File: src/rtl/seq_divider_32_bit_pkg.sv
// Shared constants and FSM state type for the sequential signed divider.
package seq_divider_32_bit_pkg;

   localparam int unsigned DIV_WIDTH = 32;
   localparam int unsigned DIV_ITER  = 32;
   localparam int unsigned DIV_CNT_W = 6;

   typedef enum logic [1:0] {
      S_IDLE = 2'd0,
      S_CALC = 2'd1,
      S_FIX  = 2'd2
   } state_t;

endpackage

File: src/rtl/seq_divider_32_bit_div_step.sv
// One restoring division step: shift {rem,quo} left, trial-subtract the divisor, keep or restore.
module seq_divider_32_bit_div_step #(
   parameter int unsigned WIDTH = 32
) (
   input  logic [WIDTH-1:0] rem,
   input  logic [WIDTH-1:0] quo,
   input  logic [WIDTH-1:0] dvs,
   output logic [WIDTH-1:0] rem_next,
   output logic [WIDTH-1:0] quo_next
);

   logic [WIDTH:0] rem_sh;
   logic [WIDTH:0] trial;

   always_comb begin
      rem_sh = {rem, quo[WIDTH-1]};
      // rem < dvs before the shift, so the 33-bit difference never overflows its sign bit
      trial  = rem_sh - {1'b0, dvs};
      if (trial[WIDTH]) begin
         rem_next = rem_sh[WIDTH-1:0];
         quo_next = {quo[WIDTH-2:0], 1'b0};
      end else begin
         rem_next = trial[WIDTH-1:0];
         quo_next = {quo[WIDTH-2:0], 1'b1};
      end
   end

endmodule

File: src/rtl/seq_divider_32_bit.sv
// Multi-cycle signed divider: magnitudes are divided by restoring steps, then signs are applied in FIX.
module seq_divider_32_bit
   import seq_divider_32_bit_pkg::*;
#(
   parameter int unsigned WIDTH = DIV_WIDTH,
   parameter int unsigned CNT_W = DIV_CNT_W
) (
   input  logic             clk,
   input  logic             clr,
   input  logic             start,
   input  logic [WIDTH-1:0] dividend,
   input  logic [WIDTH-1:0] divisor,
   output logic             busy,
   output logic             done,
   output logic [WIDTH-1:0] quotient,
   output logic [WIDTH-1:0] remainder,
   output logic             div_by_zero
);

   state_t           state_q, state_d;
   logic [CNT_W-1:0] cnt_q, cnt_d;
   logic [WIDTH-1:0] rem_q, rem_d;
   logic [WIDTH-1:0] quo_q, quo_d;
   logic [WIDTH-1:0] dvs_q, dvs_d;
   logic             sign_q_q, sign_q_d;
   logic             sign_r_q, sign_r_d;
   logic             dbz_q, dbz_d;
   logic             busy_q, busy_d;
   logic             done_q, done_d;
   logic [WIDTH-1:0] quotient_q, quotient_d;
   logic [WIDTH-1:0] remainder_q, remainder_d;
   logic             div_by_zero_q, div_by_zero_d;

   logic [WIDTH-1:0] step_rem, step_quo;
   logic [WIDTH-1:0] dividend_mag, divisor_mag;

   seq_divider_32_bit_div_step #(.WIDTH(WIDTH)) u_div_step (
      .rem      (rem_q),
      .quo      (quo_q),
      .dvs      (dvs_q),
      .rem_next (step_rem),
      .quo_next (step_quo)
   );

   always_comb begin
      dividend_mag  = dividend[WIDTH-1] ? -dividend : dividend;
      divisor_mag   = divisor[WIDTH-1]  ? -divisor  : divisor;

      state_d       = state_q;
      cnt_d         = cnt_q;
      rem_d         = rem_q;
      quo_d         = quo_q;
      dvs_d         = dvs_q;
      sign_q_d      = sign_q_q;
      sign_r_d      = sign_r_q;
      dbz_d         = dbz_q;
      busy_d        = busy_q;
      done_d        = 1'b0;
      quotient_d    = quotient_q;
      remainder_d   = remainder_q;
      div_by_zero_d = div_by_zero_q;

      case (state_q)
         S_IDLE: begin
            if (start) begin
               dvs_d    = divisor_mag;
               quo_d    = dividend_mag;
               sign_q_d = dividend[WIDTH-1] ^ divisor[WIDTH-1];
               sign_r_d = dividend[WIDTH-1];
               cnt_d    = '0;
               busy_d   = 1'b1;
               dbz_d    = (divisor == '0);
               // divide-by-zero parks |dividend| in rem so FIX re-signs it back to the dividend
               rem_d    = (divisor == '0) ? dividend_mag : '0;
               state_d  = (divisor == '0) ? S_FIX : S_CALC;
            end
         end
         S_CALC: begin
            rem_d = step_rem;
            quo_d = step_quo;
            cnt_d = cnt_q + CNT_W'(1);
            if (cnt_q == CNT_W'(DIV_ITER - 1)) state_d = S_FIX;
         end
         S_FIX: begin
            quotient_d    = dbz_q ? '1 : (sign_q_q ? -quo_q : quo_q);
            remainder_d   = sign_r_q ? -rem_q : rem_q;
            div_by_zero_d = dbz_q;
            done_d        = 1'b1;
            busy_d        = 1'b0;
            state_d       = S_IDLE;
         end
         default: state_d = S_IDLE;
      endcase
   end

   always_ff @(posedge clk or posedge clr) begin
      if (clr) begin
         state_q       <= S_IDLE;
         cnt_q         <= '0;
         rem_q         <= '0;
         quo_q         <= '0;
         dvs_q         <= '0;
         sign_q_q      <= 1'b0;
         sign_r_q      <= 1'b0;
         dbz_q         <= 1'b0;
         busy_q        <= 1'b0;
         done_q        <= 1'b0;
         quotient_q    <= '0;
         remainder_q   <= '0;
         div_by_zero_q <= 1'b0;
      end else begin
         state_q       <= state_d;
         cnt_q         <= cnt_d;
         rem_q         <= rem_d;
         quo_q         <= quo_d;
         dvs_q         <= dvs_d;
         sign_q_q      <= sign_q_d;
         sign_r_q      <= sign_r_d;
         dbz_q         <= dbz_d;
         busy_q        <= busy_d;
         done_q        <= done_d;
         quotient_q    <= quotient_d;
         remainder_q   <= remainder_d;
         div_by_zero_q <= div_by_zero_d;
      end
   end

   assign busy        = busy_q;
   assign done        = done_q;
   assign quotient    = quotient_q;
   assign remainder   = remainder_q;
   assign div_by_zero = div_by_zero_q;

endmodule

File: config.mk
export PLATFORM = sky130hd
export DESIGN_NAME = seq_divider_32_bit
export DESIGN_NICKNAME = d
export VERILOG_FILES = /design/src/rtl/seq_divider_32_bit_pkg.sv /design/src/rtl/seq_divider_32_bit_div_step.sv /design/src/rtl/seq_divider_32_bit.sv
export SDC_FILE = /design/constraint.sdc
export NUM_CORES = 1
export LEC_CHECK = 0
export ABC_AREA = 0
export CORE_MARGIN = 3
export CORE_UTILIZATION = 45
export DETAILED_ROUTE_END_ITERATION = 10
export HOLD_SLACK_MARGIN = 0.15
export PLACE_DENSITY = 0.7
export SYNTH_ARGS = -nofsm -noshare
export SYNTH_HDL_FRONTEND = slang
export SYNTH_HIERARCHICAL = 1
export SYNTH_SLANG_ARGS = --single-unit
File: constraint.sdc
create_clock -name clk -period 6.4 [get_ports clk]
set_clock_uncertainty 0.2 [all_clocks]
set_input_delay 1.28 -clock clk [delete_from_list [all_inputs] [get_ports clk]]
set_output_delay 1.28 -clock clk [all_outputs]
set_load 0.01 [all_outputs]
# Word-level counts from Yosys, hierarchy flattened
# Index checks and enable logic that the tools add are counted.
# word_totals
in_bits,67
wordCells,54
reg_bits,174
out_inout_bits,67
# op_classes
mux,21
bitwise_logic,1
n_addsub,6
n_eq_ne,5
reduce_logical,8
# op_table
operator,n
$mux W32,9
$neg A32 Y32,4
$pmux W32 S2,2
$sub A33 B32 Y33,1
$logic_not A32 Y1,1
$pmux W6 S2,1
$reduce_and A2 Y1,4
$add A6 B1 Y6 const B,1
$eq A6 B5 Y1 const B,1
$mux W2,3
$mux W6,1
$ne A2 B2 Y1 const B,2
$pmux W2 S2,1
$reduce_bool A2 Y1,2
$mux W1,3
$eq A2 B1 Y1 const B,1
$eq A2 B2 Y1 const B,1
$logic_not A2 Y1,1
$pmux W1 S2,1
$xor A1 B1 Y1,1

# Depth between registers and ports, before layout
# Gate-level depths: netlist of the first run.
# logic_depth
depth_word,5
mapped_depth,17
depth_no_buf,15

# Modules after synthesis
# Netlist of the first run, hierarchy kept.
# by_module_without_submodules
mod,area_per_inst_um2,cells_each,seq_area_each_um2,instances
seq_divider_32_bit,9392.8,1014,4354.2,1
seq_divider_32_bit_div_step,2591.2,336,0.0,1

# Least setup slack after synthesis of the first run
# No wires, ideal clock.
# synth_timing
path_type,register -> register
start,reg quo_q[31]
end,reg rem_q[8]
synth_period_minus_slack_ns,3.770
required_time_ns,6.074
t_arrival_ns,3.444
path_stages_with_launch,17
setup_time_ns,0.126
setup_slack_ns,2.630
path_buffers,2
cell_sequence,dfrtp_1 > inv_1 > ha_1 > fa_1 > and2b_1 > o2111ai_2 > a21oi_2 > o2111ai_1 > a211oi_2 > nor2_4 > mux2i_4 > and2_4 > buf_12 > inv_8 > buf_12 > mux2_4 > a221o_1
# synth_via
elab_chain_cells,3
# synth_rtl
item,line,rtl
"start, declared",seq_divider_32_bit.sv:23,"logic [WIDTH-1:0] quo_q, quo_d;"
"start signal, assigned",seq_divider_32_bit.sv:115,quo_q <= quo_d;
$sub A33 B32 Y33,seq_divider_32_bit_div_step.sv:18,"trial = rem_sh - {1'b0, dvs};"
$mux W32,seq_divider_32_bit_div_step.sv:19,if (trial[WIDTH]) begin
via step_rem[8],seq_divider_32_bit.sv:34,"logic [WIDTH-1:0] step_rem, step_quo;"
$pmux W32 S2,seq_divider_32_bit.sv:63,case (state_q)
"end signal, assigned",seq_divider_32_bit.sv:114,rem_q <= rem_d;
"end, declared",seq_divider_32_bit.sv:22,"logic [WIDTH-1:0] rem_q, rem_d;"
# The timed path passes the listed nets, and every way through them passes these cells.
# A chain may end at the register's enable or synchronous reset.

# Final worst setup path of the first run
# layout_timing
start,reg quo_q[31]
end,reg rem_q[28]
# Same word-level chain as after synthesis.

==> impl_metrics.py, run 1 <==
metrics = {
    "outcome": {
        "status": "finished clean",
    },
    "clock_tree": {
        "cts.sinks": 174,
        "clkSlewWorstSetupHoldPaths_ps": 70,
        "hold_buffers": 0,
        "cts.repair.resized": 0,
        "h-tree-depth": 4,
        "cts_tree": "yes",
        "clk_latency_ps": 440,
        "postCtsSetupBuffers": 0,
        "clockBufferDepth": 2,
        "cts_buffers": 17,
        "cts-root-buf": "clkbuf_16",
    },
    "global_route": {
        "antenna_found_initial": 0,
        "overflow": 0,
        "first_global_vias": 9862,
        "grt_use_total_pct": 23.8,
        "grt_max_degree": 105,
        "grt_pass1_wl_um": 54700,
    },
    "logic_synthesis": {
        "synthCells": 1350,
        "synth.distinct_cells": 82,
        "synth.top_cell.area_share_pct": 36.3,
        "synth_warnings": 6,
        "syn_nets": 1455,
        "ys_seq_elements": 174,
        "synth_most_common_cell": "dfrtp_1",
        "ys_top_cells_by_count": "174 x dfrtp_1, 133 x o21ai_0, 128 x nand2_1, 113 x xor2_1, 74 x nor2_1",
        "synthArstFlopShare_pct": 100,
        "ys.flop_type": "dfrtp_1",
        "ys_seq_area_share_pct": 36.3,
        "syn_area_um2": 12000,
        "avgSynthCellArea_um2": 8.88,
        "synth_top_area_cell": "dfrtp_1",
        "netlist_top_cells_area": "dfrtp_1 36%, xor2_1 8.3%, o21ai_0 5.6%, nand2_1 4.0%, ha_1 3.9%",
        "synth_edf_count": 0,
    },
    "timing": {
        "rsz0062_at_grt": "false",
        "setup_tns_ps": 0,
        "fmax_ghz": 0.226,
        "slew_viol_final": 0,
        "hold-worst-slack_ps": 275,
        "finalSetupViolations": 0,
        "tightest_slew_ps": 1040,
        "fin_crit_ps": 4420,
        "period_share_pct": 69.0,
        "final-hold-violation-count": 0,
        "relSlewSlack_pct": 29.9,
    },
    "critical_path": {
        "worst-path-buf-inv": 2,
        "cp_max_fo": 24,
        "cpLargestDelayFamily": "compound AO/OA/AOI/OAI gates",
        "cp-end-kind": "flop",
        "crit_chain": "inv_1, ha_1, fa_1, and2b_1, o2111ai_2, a21oi_2, o2111ai_1, a211oi_2, nor2_4, mux2i_4, and2_4, inv_8, mux2_4, a22oi_1, o21ai_0",
        "crit_required_ps": 6480,
        "worstSetupStartpointType": "flop",
        "arrival_ps": 4500,
        "slowest_delay_ps": 470,
        "crit_path_top_delay_cell": "dfrtp_1",
        "path_class": "reg2reg",
    },
    "layout": {
        "finalNetCount": 1510,
        "n_antenna_cell": 0,
        "final_util_pct": 52.9,
        "drive_gt1_share_pct": 6.77,
        "final_cell_area_um2": 13800,
        "area_growth_pct": 15.3,
    },
    "floorplan": {
        "core_um2": 26100,
        "num_io_pins": 134,
        "start_util_pct": 45.9,
        "die_area_um2": 28600,
        "die_h_um": 169,
        "row_count": 59,
        "die_w_um": 169,
    },
    "route": {
        "antenna_left": 0,
        "vias_per_cell": 6.01,
        "vias": 10540,
        "wirelength_um": 34500,
        "drt_iter0_markers": 1226,
        "wl_per_cell_um": 19.7,
        "drc_errors": 0,
        "drt-pass1-iter-count": 6,
    },
    "pwr": {
        "p_per_area_nw_per_um2": 574,
        "p_leak_nw": 5.76,
        "ir_worst_vdd_mv": 0.285,
    },
    "placed_design": {
        "gp_congestion": 0.925,
        "placed_area_um2": 13200,
        "dpl.hpwl_um": 25500,
        "io_buffers": 133,
    },
    "hold_path": {
        "hp-class": "reg2reg",
    },
    "flow_run": {
        "drv_cap": 0,
    },
}
==> tightest hold or removal path: stages, from the launching register on <==
cell and delay (ps):
dfrtp_1 350, nand2_1 50, nand2_1 50
==> cells by family (layout without fill, tap and decap cells) <==
kind of cell / count (synthesis) / count (layout) / share of synthesized area [%]
compound gates: 430 / 430 / 23.1
simple gates: 375 / 375 / 15.6
flops: 174 / 174 / 36.3
buf+inv: 159 / 227 / 6.95
xor+xnor: 143 / 143 / 10.5
fa+ha+maj: 38 / 38 / 4.03
mux: 31 / 31 / 3.54
==> state kept, by name, summed over array words and instances (netlist names), 2 cells and up <==
register   count
cnt_q          6
dvs_q         32
quo_q         32
quotient      32
rem_q         32
remainder     32
state_q        2
==> stage by stage <==
step / total power, mW / std cells / worst slack (ps)
floorplan: 5.86 / 1350 / 203
global placement: 6.69 / 1721 / 1810
detailed placement: 6.75 / 1721 / 1730
CTS: 7.87 / 1753 / 2050
global route: 8.50 / 1753 / 1770
finish: 7.93 / 1753 / 1980
==> report_power, final <==
part           leakage [nW]  internal [mW]  switching [mW]
Sequential             2.24           1.51           0.675
Clock                 0.289          0.589           0.493
Combinational          3.23           2.23            2.43
==> worst paths after layout <==
check                                      startpoint                      end  slack, ps  cells after the start
worst max-delay path            quo_q[31]$_DFFE_PP0P_    rem_q[28]$_DFFE_PP0P_       1980                     15
worst min-delay path            dvs_q[31]$_DFFE_PP0P_    dvs_q[31]$_DFFE_PP0P_        280                      2
worst max register to register  quo_q[31]$_DFFE_PP0P_    rem_q[28]$_DFFE_PP0P_       1980                     15
worst min register to register  dvs_q[31]$_DFFE_PP0P_    dvs_q[31]$_DFFE_PP0P_        280                      2
max in group asynchronous                         clr    dvs_q[17]$_DFFE_PP0P_       3880                      3
min in group asynchronous                         clr  quotient[4]$_DFFE_PP0P_       1210                      2
==> layout make-up <==
cell class | instances | area (um^2)
fill | 2437 | 12300
multi-input combinational | 1017 | 6810
sequential | 174 | 4350
timing repair buffer | 145 | 1430
clock buffer | 17 | 425
tap | 335 | 419
inverter | 50 | 200
clock inverter | 15 | 173
==> placed cells by master, fill, tap and decap left out, types with 8 or more instances in the layout <==
cell type / instances
o22ai_1: 9
a31oi_1: 16
xor2_1: 113
o21ai_0: 133
a21oi_1: 67
nor3b_1: 12
nand2b_1: 9
o21ai_1: 18
xnor2_1: 30
nor2_1: 74
ha_1: 37
o21a_1: 8
o41ai_1: 36
a22oi_1: 39
inv_1: 48
o31ai_1: 39
dfrtp_1: 174
nor3_1: 26
or3_1: 15
buf_4: 11
clkdlybuf4s50_1: 133
a21o_1: 17
mux2_4: 19
nand3_1: 25
clkbuf_16: 17
nand4_1: 12
or4_1: 8
nor4_1: 20
nand2_1: 128
==> per-layer routing <==
metal / vias to the layer above / track usage (%) / routed length [um]
met1: 5052 / 34.9 / 15900
met3: 42 / 4.52 / 2620
met4: 0 / 5.90 / 551
met5: - / 0 / 0
met2: 424 / 36.4 / 15400
li1: 5022 / - / -
No activity file was read; power rests on OpenSTA's default activity.
==> inputs of run 2 (changes only) <==
clock period = 3.7 ns   (was 6.4 ns; I/O delays follow)
==> impl_metrics.py, run 2 (synthesis gave the netlist of run 1 again) <==
metrics = {
    "layout": {
        "area_growth_pct": 20.4,
        "n_antenna_cell": 0,
        "final_common_cell": "dfrtp_1",
        "stdcell_count": 1826,
        "drive_gt1_share_pct": 12.1,
        "nFillCells": 2378,
        "final_cell_mix": "174 x dfrtp_1, 133 x clkdlybuf4s50_1, 132 x o21ai_0",
        "finalNetCount": 1583,
    },
    "floorplan": {
        "die_w_um": 169,
        "die_h_um": 169,
        "start_util_pct": 45.9,
        "core_um2": 26100,
        "num_io_pins": 134,
        "row_count": 59,
        "die_area_um2": 28600,
    },
    "route": {
        "drc_errors": 0,
        "vias_per_cell": 5.95,
        "drt_iter0_markers": 1242,
        "vias": 10867,
        "drt-pass1-iter-count": 6,
        "wirelength_um": 36200,
        "antenna_left": 0,
        "wl_per_cell_um": 19.8,
    },
    "global_route": {
        "overflow": 0,
        "antenna_found_initial": 0,
        "grt_pass1_wl_um": 56200,
        "use_met2_pct": 38.4,
        "gr-usage-met1_pct": 35.6,
        "grt_busiest_layer": "met2",
        "grt_use_total_pct": 24.6,
        "met3_usage_pct": 4.10,
        "grt_max_degree": 142,
        "first_global_vias": 10339,
    },
    "hold_path": {
        "hp-class": "reg2reg",
    },
    "placed_design": {
        "dpl.hpwl_um": 27000,
        "io_buffers": 133,
        "gp_congestion": 0.958,
        "dpl.cell_count": 1785,
    },
    "clock_tree": {
        "h-tree-depth": 4,
        "clkSlewWorstSetupHoldPaths_ps": 70,
        "hold_buffers": 0,
        "cts.sinks": 174,
        "clk_latency_ps": 430,
        "cts-root-buf": "clkbuf_16",
        "cts_tree": "yes",
        "cts_buffers": 17,
        "clockBufferDepth": 2,
    },
    "outcome": {
        "status": "finished clean",
    },
    "pwr": {
        "power_mw": 14.6,
        "p_leak_nw": 6.10,
        "ir_worst_vdd_mv": 0.581,
        "p_per_area_nw_per_um2": 1010,
    },
    "timing": {
        "tightest_slew_ps": 838,
        "fmax_ghz": 0.274,
        "slew_viol_final": 0,
        "finalSetupViolations": 0,
        "final-hold-violation-count": 0,
        "relSlewSlack_pct": 44.1,
        "period_share_pct": 98.5,
        "rsz0062_at_grt": "true",
        "fin_crit_ps": 3640,
    },
    "critical_path": {
        "crit_required_ps": 3810,
        "arrival_ps": 3750,
        "path_class": "reg2reg",
        "worstSetupStartpointType": "flop",
        "cp-end-kind": "flop",
        "cp_max_fo": 4,
    },
    "flow_run": {
        "drv_cap": 0,
    },
}
## run 2: worst paths after layout
path | start | endpoint | slack [ps] | cells past startpoint
max reg2reg | dvs_q[0]$_DFFE_PP0P_ | rem_q[10]$_DFFE_PP0P_ | 60 | 15
max in group asynchronous | clr | dvs_q[31]$_DFFE_PP0P_ | 1960 | 3
min reg2reg | dvs_q[2]$_DFFE_PP0P_ | dvs_q[2]$_DFFE_PP0P_ | 280 | 2
min | dvs_q[2]$_DFFE_PP0P_ | dvs_q[2]$_DFFE_PP0P_ | 280 | 2
max | dvs_q[0]$_DFFE_PP0P_ | rem_q[10]$_DFFE_PP0P_ | 60 | 15
min in group asynchronous | clr | quotient[23]$_DFFE_PP0P_ | 350 | 2
## run 2: routing by layer
metal / part of all wire [%] / wire, um
met2: 46 / 16500
met3: 7.3 / 2650
met5: 0 / 0
met1: 45 / 16300
met4: 1.9 / 680
## run 2: layout make-up
type                       instances  area (um^2)  area share (%)
clock buffer                      20          447            3.09
clock inverter                    12         87.6           0.607
inverter                          50          204            1.41
multi-input combinational       1017         6880            47.6
sequential                       174         4350            30.2
tap                              335          419            2.90
timing repair buffer             217         2030            14.1
timing repair inverter             1         16.3           0.113
## run 2: metrics by stage
step	instance area (um^2)	hold WS (ps)	TNS (ps)	setup slack (ps)	utilization, %
floorplan	12000	239	0	28.6	-
global placement	13700	257	0	59.5	52.6
detailed placement	13700	270	-26.4	-19.1	52.6
CTS	14300	285	0	13.1	54.7
global route	14400	305	-884	-89.5	55.2
finish	14400	280	0	55.6	55.2
## run 2: power by group
group | switching (mW) | internal [mW]
registers | 0.823 | 2.62
clock network | 0.815 | 0.882
logic | 4.93 | 4.55
total | 6.57 | 8.05
## run 2: repair_timing
| item | in CTS | in global routing |
|---|---|---|
| resized for setup | 1 | 16 |
| buffers inserted | 0 | 8 |
| pin swaps | 3 | 2 |
| gates cloned | 1 | 0 |
| setup endpoints to repair | 5 | 30 |
## run 2: worst max-delay path, stage by stage, from the launching register on
cell and delay (ps):
dfrtp_1 390, ha_2 190, fa_2 340, and2b_2 280, o2111ai_4 130, a21oi_2 220, o2111ai_2 160, a211oi_2 290
nor2_4 80, mux2i_4 180, and2_4 260, clkinv_8 80, buf_4 160, mux2_4 310, a22oi_2 160, o21ai_1 80
